`src/rtl/multicycle_datapath_if.sv`:
```
// Bus between the multicycle controller/memory side and the datapath:
// memory port, instruction/flag feedback and all datapath steering controls.
interface multicycle_datapath_if;
    logic [31:0] Adr;
    logic [31:0] WriteData;
    logic [31:0] ReadData;
    logic [31:0] Instr;
    logic [3:0]  ALUFlags;
    logic        PCWrite;
    logic        RegWrite;
    logic        IRWrite;
    logic        AdrSrc;
    logic [1:0]  RegSrc;
    logic [1:0]  ALUSrcA;
    logic [1:0]  ALUSrcB;
    logic [1:0]  ResultSrc;
    logic [1:0]  ImmSrc;
    logic [1:0]  ALUControl;

    modport master (
        output ReadData, PCWrite, RegWrite, IRWrite, AdrSrc, RegSrc,
               ALUSrcA, ALUSrcB, ResultSrc, ImmSrc, ALUControl,
        input  Adr, WriteData, Instr, ALUFlags
    );

    modport slave (
        input  ReadData, PCWrite, RegWrite, IRWrite, AdrSrc, RegSrc,
               ALUSrcA, ALUSrcB, ResultSrc, ImmSrc, ALUControl,
        output Adr, WriteData, Instr, ALUFlags
    );
endinterface

```
`src/rtl/multicycle_datapath.sv`:
```
// Multicycle ARM-subset datapath: PC, IR, Data/A/WriteData/ALUOut staging
// registers, 15-entry register file, extender and NZCV ALU, steered externally.
module multicycle_datapath (
    input logic                  clk,
    input logic                  reset,
    multicycle_datapath_if.slave bus
);
    logic [31:0] pc_q, pc_d;
    logic [31:0] instr_q, instr_d;
    logic [31:0] data_q, data_d;
    logic [31:0] a_q, a_d;
    logic [31:0] wd_q, wd_d;
    logic [31:0] aluout_q, aluout_d;
    logic [31:0] rf_q [15];
    logic [31:0] rf_d [15];

    logic [3:0]  ra1, ra2, wa3;
    logic [31:0] rd1, rd2, ext_imm, src_a, src_b, src_b_eff, alu_result, result;
    logic [32:0] sum;
    logic        is_sub, carry, ovf;

    always_comb begin
        ra1 = bus.RegSrc[0] ? 4'd15 : instr_q[19:16];
        ra2 = bus.RegSrc[1] ? instr_q[15:12] : instr_q[3:0];
        wa3 = instr_q[15:12];

        case (bus.ImmSrc)
            2'b00:   ext_imm = {24'd0, instr_q[7:0]};
            2'b01:   ext_imm = {20'd0, instr_q[11:0]};
            2'b10:   ext_imm = {{6{instr_q[23]}}, instr_q[23:0], 2'b00};
            default: ext_imm = 32'd0;
        endcase

        case (bus.ALUSrcA)
            2'b01:   src_a = pc_q;
            2'b10:   src_a = aluout_q;
            default: src_a = a_q;
        endcase

        case (bus.ALUSrcB)
            2'b00:   src_b = wd_q;
            2'b01:   src_b = ext_imm;
            2'b10:   src_b = 32'd4;
            default: src_b = 32'd0;
        endcase

        // Subtract as A + ~B + 1 so carry-out doubles as the no-borrow flag.
        is_sub    = (bus.ALUControl == 2'b01);
        src_b_eff = is_sub ? ~src_b : src_b;
        sum       = {1'b0, src_a} + {1'b0, src_b_eff} + {32'd0, is_sub};

        case (bus.ALUControl)
            2'b10: begin
                alu_result = src_a & src_b;
                carry      = 1'b0;
                ovf        = 1'b0;
            end
            2'b11: begin
                alu_result = src_a | src_b;
                carry      = 1'b0;
                ovf        = 1'b0;
            end
            default: begin
                alu_result = sum[31:0];
                carry      = sum[32];
                ovf        = (src_a[31] == src_b_eff[31]) && (sum[31] != src_a[31]);
            end
        endcase

        case (bus.ResultSrc)
            2'b00:   result = aluout_q;
            2'b01:   result = data_q;
            default: result = alu_result;
        endcase

        // R15 is not stored; reading it returns the current Result (PC path).
        rd1 = (ra1 == 4'd15) ? result : rf_q[ra1];
        rd2 = (ra2 == 4'd15) ? result : rf_q[ra2];
    end

    always_comb begin
        pc_d     = bus.PCWrite ? result : pc_q;
        instr_d  = bus.IRWrite ? bus.ReadData : instr_q;
        data_d   = bus.ReadData;
        a_d      = rd1;
        wd_d     = rd2;
        aluout_d = alu_result;
        rf_d     = rf_q;
        if (bus.RegWrite && !reset && (wa3 != 4'd15)) begin
            rf_d[wa3] = result;
        end
    end

    always_ff @(posedge clk) begin
        if (reset) begin
            pc_q     <= 32'd0;
            instr_q  <= 32'd0;
            data_q   <= 32'd0;
            a_q      <= 32'd0;
            wd_q     <= 32'd0;
            aluout_q <= 32'd0;
        end else begin
            pc_q     <= pc_d;
            instr_q  <= instr_d;
            data_q   <= data_d;
            a_q      <= a_d;
            wd_q     <= wd_d;
            aluout_q <= aluout_d;
        end
    end

    always_ff @(posedge clk) begin
        rf_q <= rf_d;
    end

    assign bus.Adr       = bus.AdrSrc ? result : pc_q;
    assign bus.WriteData = wd_q;
    assign bus.Instr     = instr_q;
    assign bus.ALUFlags  = {alu_result[31], (alu_result == 32'd0), carry, ovf};
endmodule

```
`src/flat_wrapper.sv`:
```
// flat-port wrapper written by rule: the top's interface ports become plain ports
module multicycle_datapath_flat 
  (clk, reset, bus_ReadData, bus_PCWrite, bus_RegWrite, bus_IRWrite, bus_AdrSrc, bus_RegSrc, bus_ALUSrcA, bus_ALUSrcB, bus_ResultSrc, bus_ImmSrc, bus_ALUControl, bus_Adr, bus_WriteData, bus_Instr, bus_ALUFlags);
  multicycle_datapath_if bus_i ();
  input logic clk;
  input logic reset;
  input wire logic [$bits(bus_i.ReadData)-1:0] bus_ReadData;
  input wire logic [$bits(bus_i.PCWrite)-1:0] bus_PCWrite;
  input wire logic [$bits(bus_i.RegWrite)-1:0] bus_RegWrite;
  input wire logic [$bits(bus_i.IRWrite)-1:0] bus_IRWrite;
  input wire logic [$bits(bus_i.AdrSrc)-1:0] bus_AdrSrc;
  input wire logic [$bits(bus_i.RegSrc)-1:0] bus_RegSrc;
  input wire logic [$bits(bus_i.ALUSrcA)-1:0] bus_ALUSrcA;
  input wire logic [$bits(bus_i.ALUSrcB)-1:0] bus_ALUSrcB;
  input wire logic [$bits(bus_i.ResultSrc)-1:0] bus_ResultSrc;
  input wire logic [$bits(bus_i.ImmSrc)-1:0] bus_ImmSrc;
  input wire logic [$bits(bus_i.ALUControl)-1:0] bus_ALUControl;
  output wire logic [$bits(bus_i.Adr)-1:0] bus_Adr;
  output wire logic [$bits(bus_i.WriteData)-1:0] bus_WriteData;
  output wire logic [$bits(bus_i.Instr)-1:0] bus_Instr;
  output wire logic [$bits(bus_i.ALUFlags)-1:0] bus_ALUFlags;
  assign bus_i.ReadData = bus_ReadData;
  assign bus_i.PCWrite = bus_PCWrite;
  assign bus_i.RegWrite = bus_RegWrite;
  assign bus_i.IRWrite = bus_IRWrite;
  assign bus_i.AdrSrc = bus_AdrSrc;
  assign bus_i.RegSrc = bus_RegSrc;
  assign bus_i.ALUSrcA = bus_ALUSrcA;
  assign bus_i.ALUSrcB = bus_ALUSrcB;
  assign bus_i.ResultSrc = bus_ResultSrc;
  assign bus_i.ImmSrc = bus_ImmSrc;
  assign bus_i.ALUControl = bus_ALUControl;
  assign bus_Adr = bus_i.Adr;
  assign bus_WriteData = bus_i.WriteData;
  assign bus_Instr = bus_i.Instr;
  assign bus_ALUFlags = bus_i.ALUFlags;
  multicycle_datapath u_core (.clk(clk), .reset(reset), .bus(bus_i));
endmodule
```
`config.mk`:
```
export PLATFORM = sky130hd
export DESIGN_NAME = multicycle_datapath_flat
export DESIGN_NICKNAME = d
export VERILOG_FILES = /design/src/rtl/multicycle_datapath_if.sv /design/src/rtl/multicycle_datapath.sv /design/src/flat_wrapper.sv
export SDC_FILE = /design/constraint.sdc
export NUM_CORES = 1
export LEC_CHECK = 0
export BUFFER_PORTS_ARGS = -buffer_cell sky130_fd_sc_hd__buf_2
export CORE_ASPECT_RATIO = 1.2
export CORE_MARGIN = 5
export CORE_UTILIZATION = 44
export CTS_CLUSTER_DIAMETER = 40
export CTS_CLUSTER_SIZE = 14
export DETAILED_ROUTE_END_ITERATION = 8
export PLACE_DENSITY_LB_ADDON = 0.12
export SETUP_SLACK_MARGIN = 0.05
export SLEW_MARGIN = 25
export SYNTH_ARGS = -nofsm -noshare
export SYNTH_HDL_FRONTEND = slang
export SYNTH_SLANG_ARGS = --single-unit
```
`constraint.sdc`:
```
create_clock -name clk -period 5.8 [get_ports clk]
set_input_delay 0.29 -clock clk [delete_from_list [all_inputs] [get_ports clk]]
set_output_delay 0.29 -clock clk [all_outputs]
set_load 0.01 [all_outputs]
```
======== Word level (Yosys, flattened, before mapping) ========
Cells that the tools add are included.
storage, ports and cells
  bits of input ports ..................... 50
  register bits ........................... 672
  output and inout bits ................... 100
cells by class
  bitwise logic cells ..................... 6
  equal/unequal tests ..................... 15
  $lt $le $gt $ge ......................... 4
  reductions and logical operators ........ 10
  add/sub/neg operators ................... 2
  multiplexer cells ....................... 22
operator list
  kind                number
  $bwmux 480          1
  $mux 32             9
  $bmux 32 s4         2
  $pmux 32 s2         3
  $pmux 32 s3         2
  $demux 32 s4        1
  $add 32x32->33      1
  $add 33x1->33       1
  $and 32x32->32      1
  $logic_not 32->1    1
  $not 32->32         1
  $or 32x32->32       1
  $ge 5x5->1 const B  3
  $not 4->5           3
  $eq 2x1->1 const B  5
  $eq 2x2->1 const B  5
  $eq 4x4->1 const B  2
  $mux 4              2
  $logic_not 2->1     3
  $lt 5x1->1 const B  1
  $logic_and 1x1->1   4
  $ne 4x4->1 const B  1
  $mux 1              2
  $reduce_or 2->1     1
  other kinds (3)     3

======== Depth between registers and ports, before layout ========
Gate-level depths: netlist (run 1).
  word-level depth ........................ 10
  mapped depth ............................ 21
  gate-level depth less buffers ........... 18

======== Least setup slack after synthesis (run 1) ========
Ideal clock, no wire load.
  path kind ............................... input port to output port
  start point ............................. in bus_ImmSrc[0]
  end point ............................... out bus_Adr[25]
  stages on the path ...................... 16
  arrival ................................. 4.457 ns
  setup slack ............................. 1.053 ns
  data required time ...................... 5.510 ns
  path through ............................ nor4bb_1 > clkbuf_1 > buf_1 > a22o_1 > xor2_1 > ha_1 > clkbuf_1 > a21oi_1 > o211ai_1 > a31o_2 > or3b_2 > o221ai_1 > xnor2_1 > a21oi_1 > a21oi_1 > mux2_2
between the ends
  word-level cells in the longest chain between the ends .. 10
RTL lines
  what                                      line                        source
  start, declared                           flat_wrapper.sv:16          input wire logic [$bits(bus_i.ImmSrc)-1:0] bus_ImmSrc;
  $eq 2x2->1, or another cell as far along  multicycle_datapath.sv:27   case (bus.ImmSrc)
  $pmux 32 s3 *                             multicycle_datapath.sv:27
  $pmux 32 s3 *                             multicycle_datapath.sv:40   case (bus.ALUSrcB)
  $not 32->32                               multicycle_datapath.sv:49   src_b_eff = is_sub ? ~src_b : src_b;
  $mux 32                                   multicycle_datapath.sv:49
  $add 32x32->33                            multicycle_datapath.sv:50   sum = {1'b0, src_a} + {1'b0, src_b_eff} + {32'd0, is_sub};
  $add 33x1->33                             multicycle_datapath.sv:50
  $pmux 32 s2 *                             multicycle_datapath.sv:52   case (bus.ALUControl)
  $pmux 32 s2 *                             multicycle_datapath.sv:70   case (bus.ResultSrc)
  named net u_core.result[25]               multicycle_datapath.sv:18   logic [31:0] rd1, rd2, ext_imm, src_a, src_b, src_b_eff, alu_result, result;
  $mux 32 *                                 multicycle_datapath.sv:116  assign bus.Adr = bus.AdrSrc ? result : pc_q;
  end, declared                             flat_wrapper.sv:18          output wire logic [$bits(bus_i.Adr)-1:0] bus_Adr;
Mark *: on every way through the listed nets, which the timed path passes. The rest lies on a longest branch.

======== Final worst setup path (run 1) ========
  start point ............................. reg u_core.instr_q[8], in the netlist u_core.bus.Instr[8]
  end point ............................... out bus_Adr[29]
between the ends
  word-level cells in the longest chain between the ends .. 9
RTL lines
  what                         line                        source
  start, declared              multicycle_datapath.sv:9    logic [31:0] instr_q, instr_d;
  start signal, assigned       multicycle_datapath.sv:104  instr_q <= instr_d;
  $pmux 32 s3 *                multicycle_datapath.sv:27
  $pmux 32 s3 *                multicycle_datapath.sv:40
  $not 32->32                  multicycle_datapath.sv:49
  $mux 32 *                    multicycle_datapath.sv:49
  $add 32x32->33 *             multicycle_datapath.sv:50
  $add 33x1->33 *              multicycle_datapath.sv:50
  $pmux 32 s2 *                multicycle_datapath.sv:52
  $pmux 32 s2 *                multicycle_datapath.sv:70
  named net u_core.result[29]  multicycle_datapath.sv:18
  $mux 32 *                    multicycle_datapath.sv:116
Marks and branches as above.

==> run metrics, run 1 <==
crit path cell chain nand4b_1, a21oi_1, nor2_1, xnor2_1, ha_1, and4_1, nand2_1, o22ai_1, nor3_1, a21oi_2, a211oi_1, a311o_1, and2_1, or2_4, inv_2, mux2_1, buf_2; die area slightly above 0.08 sq mm; Comb power frac 0.149; Max Cap Viol 0; chip width about 260 microns; synth cell count leaders edfxtp_1, nand2_1, mux2i_1, nor2_1, a21oi_1; CP Data Arrival Time ~5.2 ns; Cell Int Power slightly below 10 mW; root buf cell clkbuf_16; status finished, final reports clean; gr usage total 0.2794; clk buf depth 3; Routed WL about 120 mm; vias per cell between 6 and 7; TritonRoute pass-1 iters 6; CP Class reg2out; flops & latches, synth between 600 and 700; worst min path class in2reg; P_sw 3.747 mW; Buf+Inv Stages, Crit Path 2; remaining antenna violation count 0; routability cong. roughly 0.94; top cells by area, synth edfxtp_1, dfxtp_1, mux2i_1; unique cell type count in the Yosys netlist 89; Highest Clock Rate approximately 180 MHz; grt total ovfl 0; FP Rows 111; Tmin final roughly 5.5 ns; Critical Path Max Stage Delay ~0.43 ns; DR iter-0 viols around 3.0k; Clock Pin Slew Worst Setup and Hold Paths ~0.060 ns; PwrDens ~340 mW/mm^2; Yosys top cell by area edfxtp_1; post-synthesis sequential area ratio 0.5390; top-area cell type share of the netlist area 0.4255; CTS tree done; Switching Fraction 0.2773; layout cells sized above 1 0.1707; vias after detailed routing roughly 27k; mapped cell area 0.03387 sq mm; hpwl dp approximately 73 mm; Worst Hold Launch bus_IRWrite; slowest stage cell, crit path ha_1; core area 0.07639 sq mm; most used flip-flop cell after synthesis edfxtp_1; Util after Layout 0.5195; share of power burned in registers 0.408; leakage 14.54 nW; clock sinks approximately 670; CP Launch Point u_core.bus.Instr[8]; vias in the first global route roughly 26k; average cell area after synthesis about 11 sq um; WL/cell 27.45 microns; initial core utilization 0.4434; Clock power frac 0.443; Clock Skews ~0.028 ns; start of the worst register-to-register path u_core.bus.Instr[13]; Crit. End Element output port; Max H-tree Level 3; RSZ-0062 raised after global routing false; Post-synth EDFFs 480; slew margin rel. 0.2318; Setup TNS Final 0 ns; Area Overhead vs Synth 17.16%; Clock Latency Late Sink 0.65 ns; Port Buffer Count between 100 and 150; synth warn 0; largest net degree at the start of global routing 130; Pins Over Slew Limit 0; Setup Viol. Count Final 0; # IOs 150; Worst Path Required around 5.5 ns; Worst path top cell family by delay compound AO/OA/AOI/OAI gates; initial antenna violation count 2; Final #Nets 3362; maximum vdd drop approximately 0.00024 V; CTS buffer count 94; placed inst area about 0.036 sq mm; pre-CTS WS between 0.3 and 0.4 ns; worst slew pin tran 1.148 ns; postcts setup bufs 0; Final Power around 14 mW; final worst slack 0.2846 ns; first-pass GRT wire length between 150 and 200 mm; Syn Nets 3236; crit share post-route 0.9509; Synth async-reset ratio 0; Synth Instances around 3.2k; final instance area between 0.03 and 0.04 sq mm; DRC 0; Vert. Die Dim between 300 and 400 microns; startpoint types register; crit path max fanout 16; most frequent cell after synthesis edfxtp_1; Fin. Hold Viols 0
kinds of logic after synthesis:
family,after synthesis,synth area share
AOI/OAI and AO/OA,719,0.1419
adders and majority gates,59,0.02017
and+or+nand+nor,1020,0.1352
muxes,357,0.1210
xor gates and xnor gates,43,0.01112
DFF,672,0.5390
buffers and inverters,282,0.03166
cell usage in the layout, fill, tap and decap left out, types with 9 or more instances in the layout:
cell type	count
inv_6	18
and3_1	43
clkinv_1	11
dfxtp_1	189
a21o_1	24
nor2_1	226
o22ai_1	30
bufinv_16	12
inv_1	28
nand3_1	90
o31ai_1	9
clkbuf_16	97
xnor2_1	22
buf_4	93
mux4_2	34
a211oi_1	63
clkinvlp_4	9
o211ai_1	18
xor2_1	21
edfxtp_1	480
o221ai_1	63
mux2i_1	243
ha_1	32
nand2_1	438
o21ai_0	74
a22oi_1	42
buf_2	148
a31oi_1	75
nor3_1	46
o21a_1	11
maj3_1	25
nor2b_1	73
a21oi_1	205
nor2_4	14
dlygate4sd3_1	33
nand2b_1	17
a22o_1	11
a311oi_1	32
mux2_2	73
layer usage:
metal	part of all wire	vias up	wire [microns]	track usage
met4	0.032	0	3867	0.09341
met3	0.092	246	11050	0.05018
li1	-	12080	-	-
met5	0	-	0	0
met2	0.47	1504	56390	0.4551
met1	0.41	13490	48830	0.3810
metrics by stage:
step                instances  hold slack (ns)
floorplan                3152           0.4182
global placement         4164           0.4718
detailed placement       4165           0.4895
CTS                      4373           0.3323
global route             4374           0.3476
finish                   4376           0.3541
flip-flops by register name, indices dropped and copies added (netlist names):
| register | cells |
|---|---|
| u_core.pc_q | 32 |
| u_core.aluout_q | 32 |
| u_core.bus.WriteData | 32 |
| u_core.a_q | 32 |
| u_core.bus.Instr | 32 |
| u_core.data_q | 32 |
| u_core.rf_q | 480 |
path summary, 6_finish.rpt:
path | to | slack (ns) | cells after the start
setup / recovery | bus_Adr[29] | 0.28 | 17
hold / removal | u_core.bus.Instr[27] | 0.35 | 4
setup reg to reg | u_core.a_q[25] | 1.29 | 14
hold reg to reg | u_core.bus.Instr[30] | 0.50 | 2
repair_timing:
| action | in CTS | in global routing |
|---|---|---|
| pin swaps | 0 | 0 |
| endpoints found under the setup margin | 1 | 1 |
| cloned | 0 | 0 |
| resized for setup | 1 | 5 |
| hold endpoints to repair | 63 | 0 |
| hold buffers | 33 | 0 |
final cells by class:
type                       count  area, sq um
tap                         1017         1272
clock inverter                67        798.3
sequential                   672        18270
fill                        6744        36700
antenna                        2        5.005
clock buffer                 108         2509
inverter                      29        108.9
multi-input combinational   2198        14800
timing repair buffer         283         1927
power by group through the flow:
stage / Combinational [mW] / Sequential [mW] / Clock, mW
global placement: 1.93 / 5.61 / 0
detailed placement: 1.96 / 5.60 / 0
global route: 2.16 / 5.52 / 6.29
finish: 2.02 / 5.51 / 5.98
CTS: 1.99 / 5.51 / 6.07
floorplan: 1.22 / 5.56 / 0
worst min-delay path, cell delays in order:
cell and delay, ns:
buf_2 0.09, buf_4 0.30, mux2i_1 0.19, nor2_1 0.08
No activity file was read; power rests on OpenSTA's default activity.
==> inputs of run 2 (changes only) <==
==> constraint.sdc (replaced) <==
create_clock -name clk -period 5.5 [get_ports clk]
set_input_delay 0.275 -clock clk [delete_from_list [all_inputs] [get_ports clk]]
set_output_delay 0.275 -clock clk [all_outputs]
set_load 0.01 [all_outputs]
==> run metrics, run 2 (synthesis results as in run 1) <==
r2r endpoint u_core.a_q[25]; Worst Setup EP bus_ALUFlags[2]; # IOs 150 (unchanged); CTS tree done; Switching Fraction 0.2819 (+0.004615); Highest Clock Rate roughly 190 MHz; CP Data Arrival Time 4.95 ns (-0.28 ns); CTS buffer count 99 (+5.3%); crit share post-route 0.9509; clk buf depth 3 (unchanged); grt total ovfl 0 (unchanged); routability cong. 0.9031 (-3.6%); CP Class reg2out; DRC 0 (unchanged); hpwl dp 74.62 mm (+2.2%); clock sinks 672 (unchanged); TritonRoute pass-1 iters 6 (unchanged); crit path max fanout 7 (-9); Non-Filler Instances 4397 (+0.48%); worst min path class in2reg; Setup Viol. Count Final 0 (unchanged); Routed WL 120.7 mm (+0.48%); multi-input logic area 0.01486 sq mm (+0.42%); initial core utilization 0.4434 (unchanged); Inst Count DP 4175 (+0.24%); Comb power frac 0.150 (about the same); slew margin rel. 0.2732 (+0.04138); Pins Over Slew Limit 0 (unchanged); Clock Skews 0.01895 ns (-0.009433 ns); Port Buffer Count 149 (unchanged); status finished, final reports clean; Clock Pin Slew Worst Setup and Hold Paths 0.06 ns (about the same); Clock power frac 0.448 (+0.005); vias after detailed routing 27.30k (-0.059%); largest net degree at the start of global routing 104 (-20%); worst slew pin tran 1.088 ns (-0.06058 ns); remaining antenna violation count 0 (unchanged); first-pass GRT wire length 175.6 mm (-0.32%); Fin. Hold Viols 0 (unchanged); Area Overhead vs Synth 18.08%; reg2reg path depth 16 (+2); DR iter-0 viols 2984 (-0.60%); FP Rows 111 (unchanged); Largest Register u_core.rf_q; Final #Nets 3378 (+0.48%); vias in the first global route 26.98k (+2.0%); commonest non-fill, non-tap cell in the layout edfxtp_1; Worst Path Required 5.22 ns (-0.29 ns); register area 0.01827 sq mm (unchanged); Crit. End Element output port; vias per cell 6.210 (-0.54%); leading cell types in the layout, fill and taps excluded edfxtp_1, nand2_1, mux2i_1; RSZ-0062 raised after global routing false; Final Power 14.42 mW (+6.8%); layout cells sized above 1 0.1808 (+0.01013); Max H-tree Level 3 (unchanged); Reg2Reg Setup Slack 1.14 ns (-0.15 ns); Tmin final approximately 5.2 ns; CP Launch Point u_core.bus.WriteData[0]; P_sw 4.067 mW (+8.5%); PwrDens 360.6 mW/mm^2 (+5.9%); pre-CTS WS 0.1095 ns (-0.2145 ns); initial antenna violation count 2 (unchanged); startpoint types register; Max Cap Viol 0 (unchanged); gr usage total 0.2797 (+0.0003064); core area 0.07639 sq mm (unchanged); maximum vdd drop 0.0002414 V (+2.5%); chip width 263.3 microns (unchanged); WL/cell 27.45 microns (about the same); die area 0.08266 sq mm (unchanged); root buf cell clkbuf_16; Clock Latency Late Sink 0.66 ns (about the same); Vert. Die Dim 313.9 microns (unchanged); share of power burned in registers 0.402 (-0.006); leakage 14.69 nW (+1.0%); filler cell count 6680 (-0.95%); max reg flops 480 (unchanged); Cell Int Power 10.36 mW (+6.1%); Setup TNS Final 0 ns (unchanged); start of the worst register-to-register path u_core.bus.Instr[6]; final worst slack 0.2700 ns (-0.01456 ns)
run 2: through the flow:
stage / cell area [sq um] / hold WS (ns) / utilization
4_1_cts: 39910 / 0.01975 / 0.5224
2_1_floorplan: 33870 / 0.4032 / -
3_5_place_dp: 36100 / 0.4825 / 0.4726
6_report: 40000 / 0.03350 / 0.5236
5_1_grt: 39990 / 0.05383 / 0.5236
3_3_place_gp: 36090 / 0.4702 / 0.4725
run 2: area by class of cell:
| class | count | share of cell area |
|---|---|---|
| Antenna cell | 1 | 0.00006257 |
| Clock buffer | 117 | 0.06698 |
| Clock inverter | 69 | 0.01915 |
| Inverter | 29 | 0.002722 |
| Multi-Input combinational cell | 2198 | 0.3716 |
| Sequential cell | 672 | 0.4567 |
| Tap cell | 1017 | 0.03182 |
| Timing Repair Buffer | 294 | 0.05102 |
run 2: worst min path at each step:
| stage | start | end | slack (ns) | depth (start not counted) |
|---|---|---|---|---|
| 5_1_grt | reset | u_core.bus.Instr[31] | 0.05 | 2 |
| 6_report | reset | u_core.bus.Instr[26] | 0.03 | 2 |
| 2_1_floorplan | bus_ReadData[0] | u_core.data_q[0] | 0.40 | 1 |
| 3_5_place_dp | u_core.bus.Instr[25] | u_core.bus.Instr[25] | 0.48 | 2 |
| 3_3_place_gp | u_core.bus.Instr[25] | u_core.bus.Instr[25] | 0.47 | 2 |
| 4_1_cts | reset | u_core.bus.Instr[24] | 0.02 | 2 |
run 2: routing by layer:
layer  GRT usage  share of wire  up-vias
met3     0.05237          0.086      294
met5           0        0.00017        -
met4      0.1016          0.035        2
li1            -              -    12120
met2      0.4552           0.47     1412
met1      0.3770           0.41    13480
run 2: power by group through the flow:
stage | Sequential [mW] | Clock, mW | Combinational, mW
after CTS | 5.79 | 6.56 | 2.13
final | 5.80 | 6.46 | 2.17
after detailed placement | 5.90 | 0 | 2.09
after global placement | 5.90 | 0 | 2.07
after floorplan | 5.86 | 0 | 1.29
after global routing | 5.81 | 6.79 | 2.32
run 2: timing repair:
| action | in CTS | in global routing |
|---|---|---|
| pin swaps | 0 | 4 |
| endpoints found under the hold margin | 64 | 0 |
| setup endpoints to repair | 1 | 1 |
| gates resized for setup | 8 | 10 |
| hold buffers | 32 | 0 |
| setup buffers | 1 | 1 |
run 2: worst max-delay path: stages, from the launching register on:
cell      delay, ns
dfxtp_1        0.37
or3b_4         0.43
and3_1         0.21
nor2_1         0.16
fa_1           0.23
nand2b_1       0.16
a21oi_2        0.09
o31ai_4        0.49
o211a_1        0.27
or4b_1         0.45
o211ai_1       0.14
and2_1         0.17
nand4_1        0.15
or4_4          0.63
nor3_2         0.18
buf_2          0.17
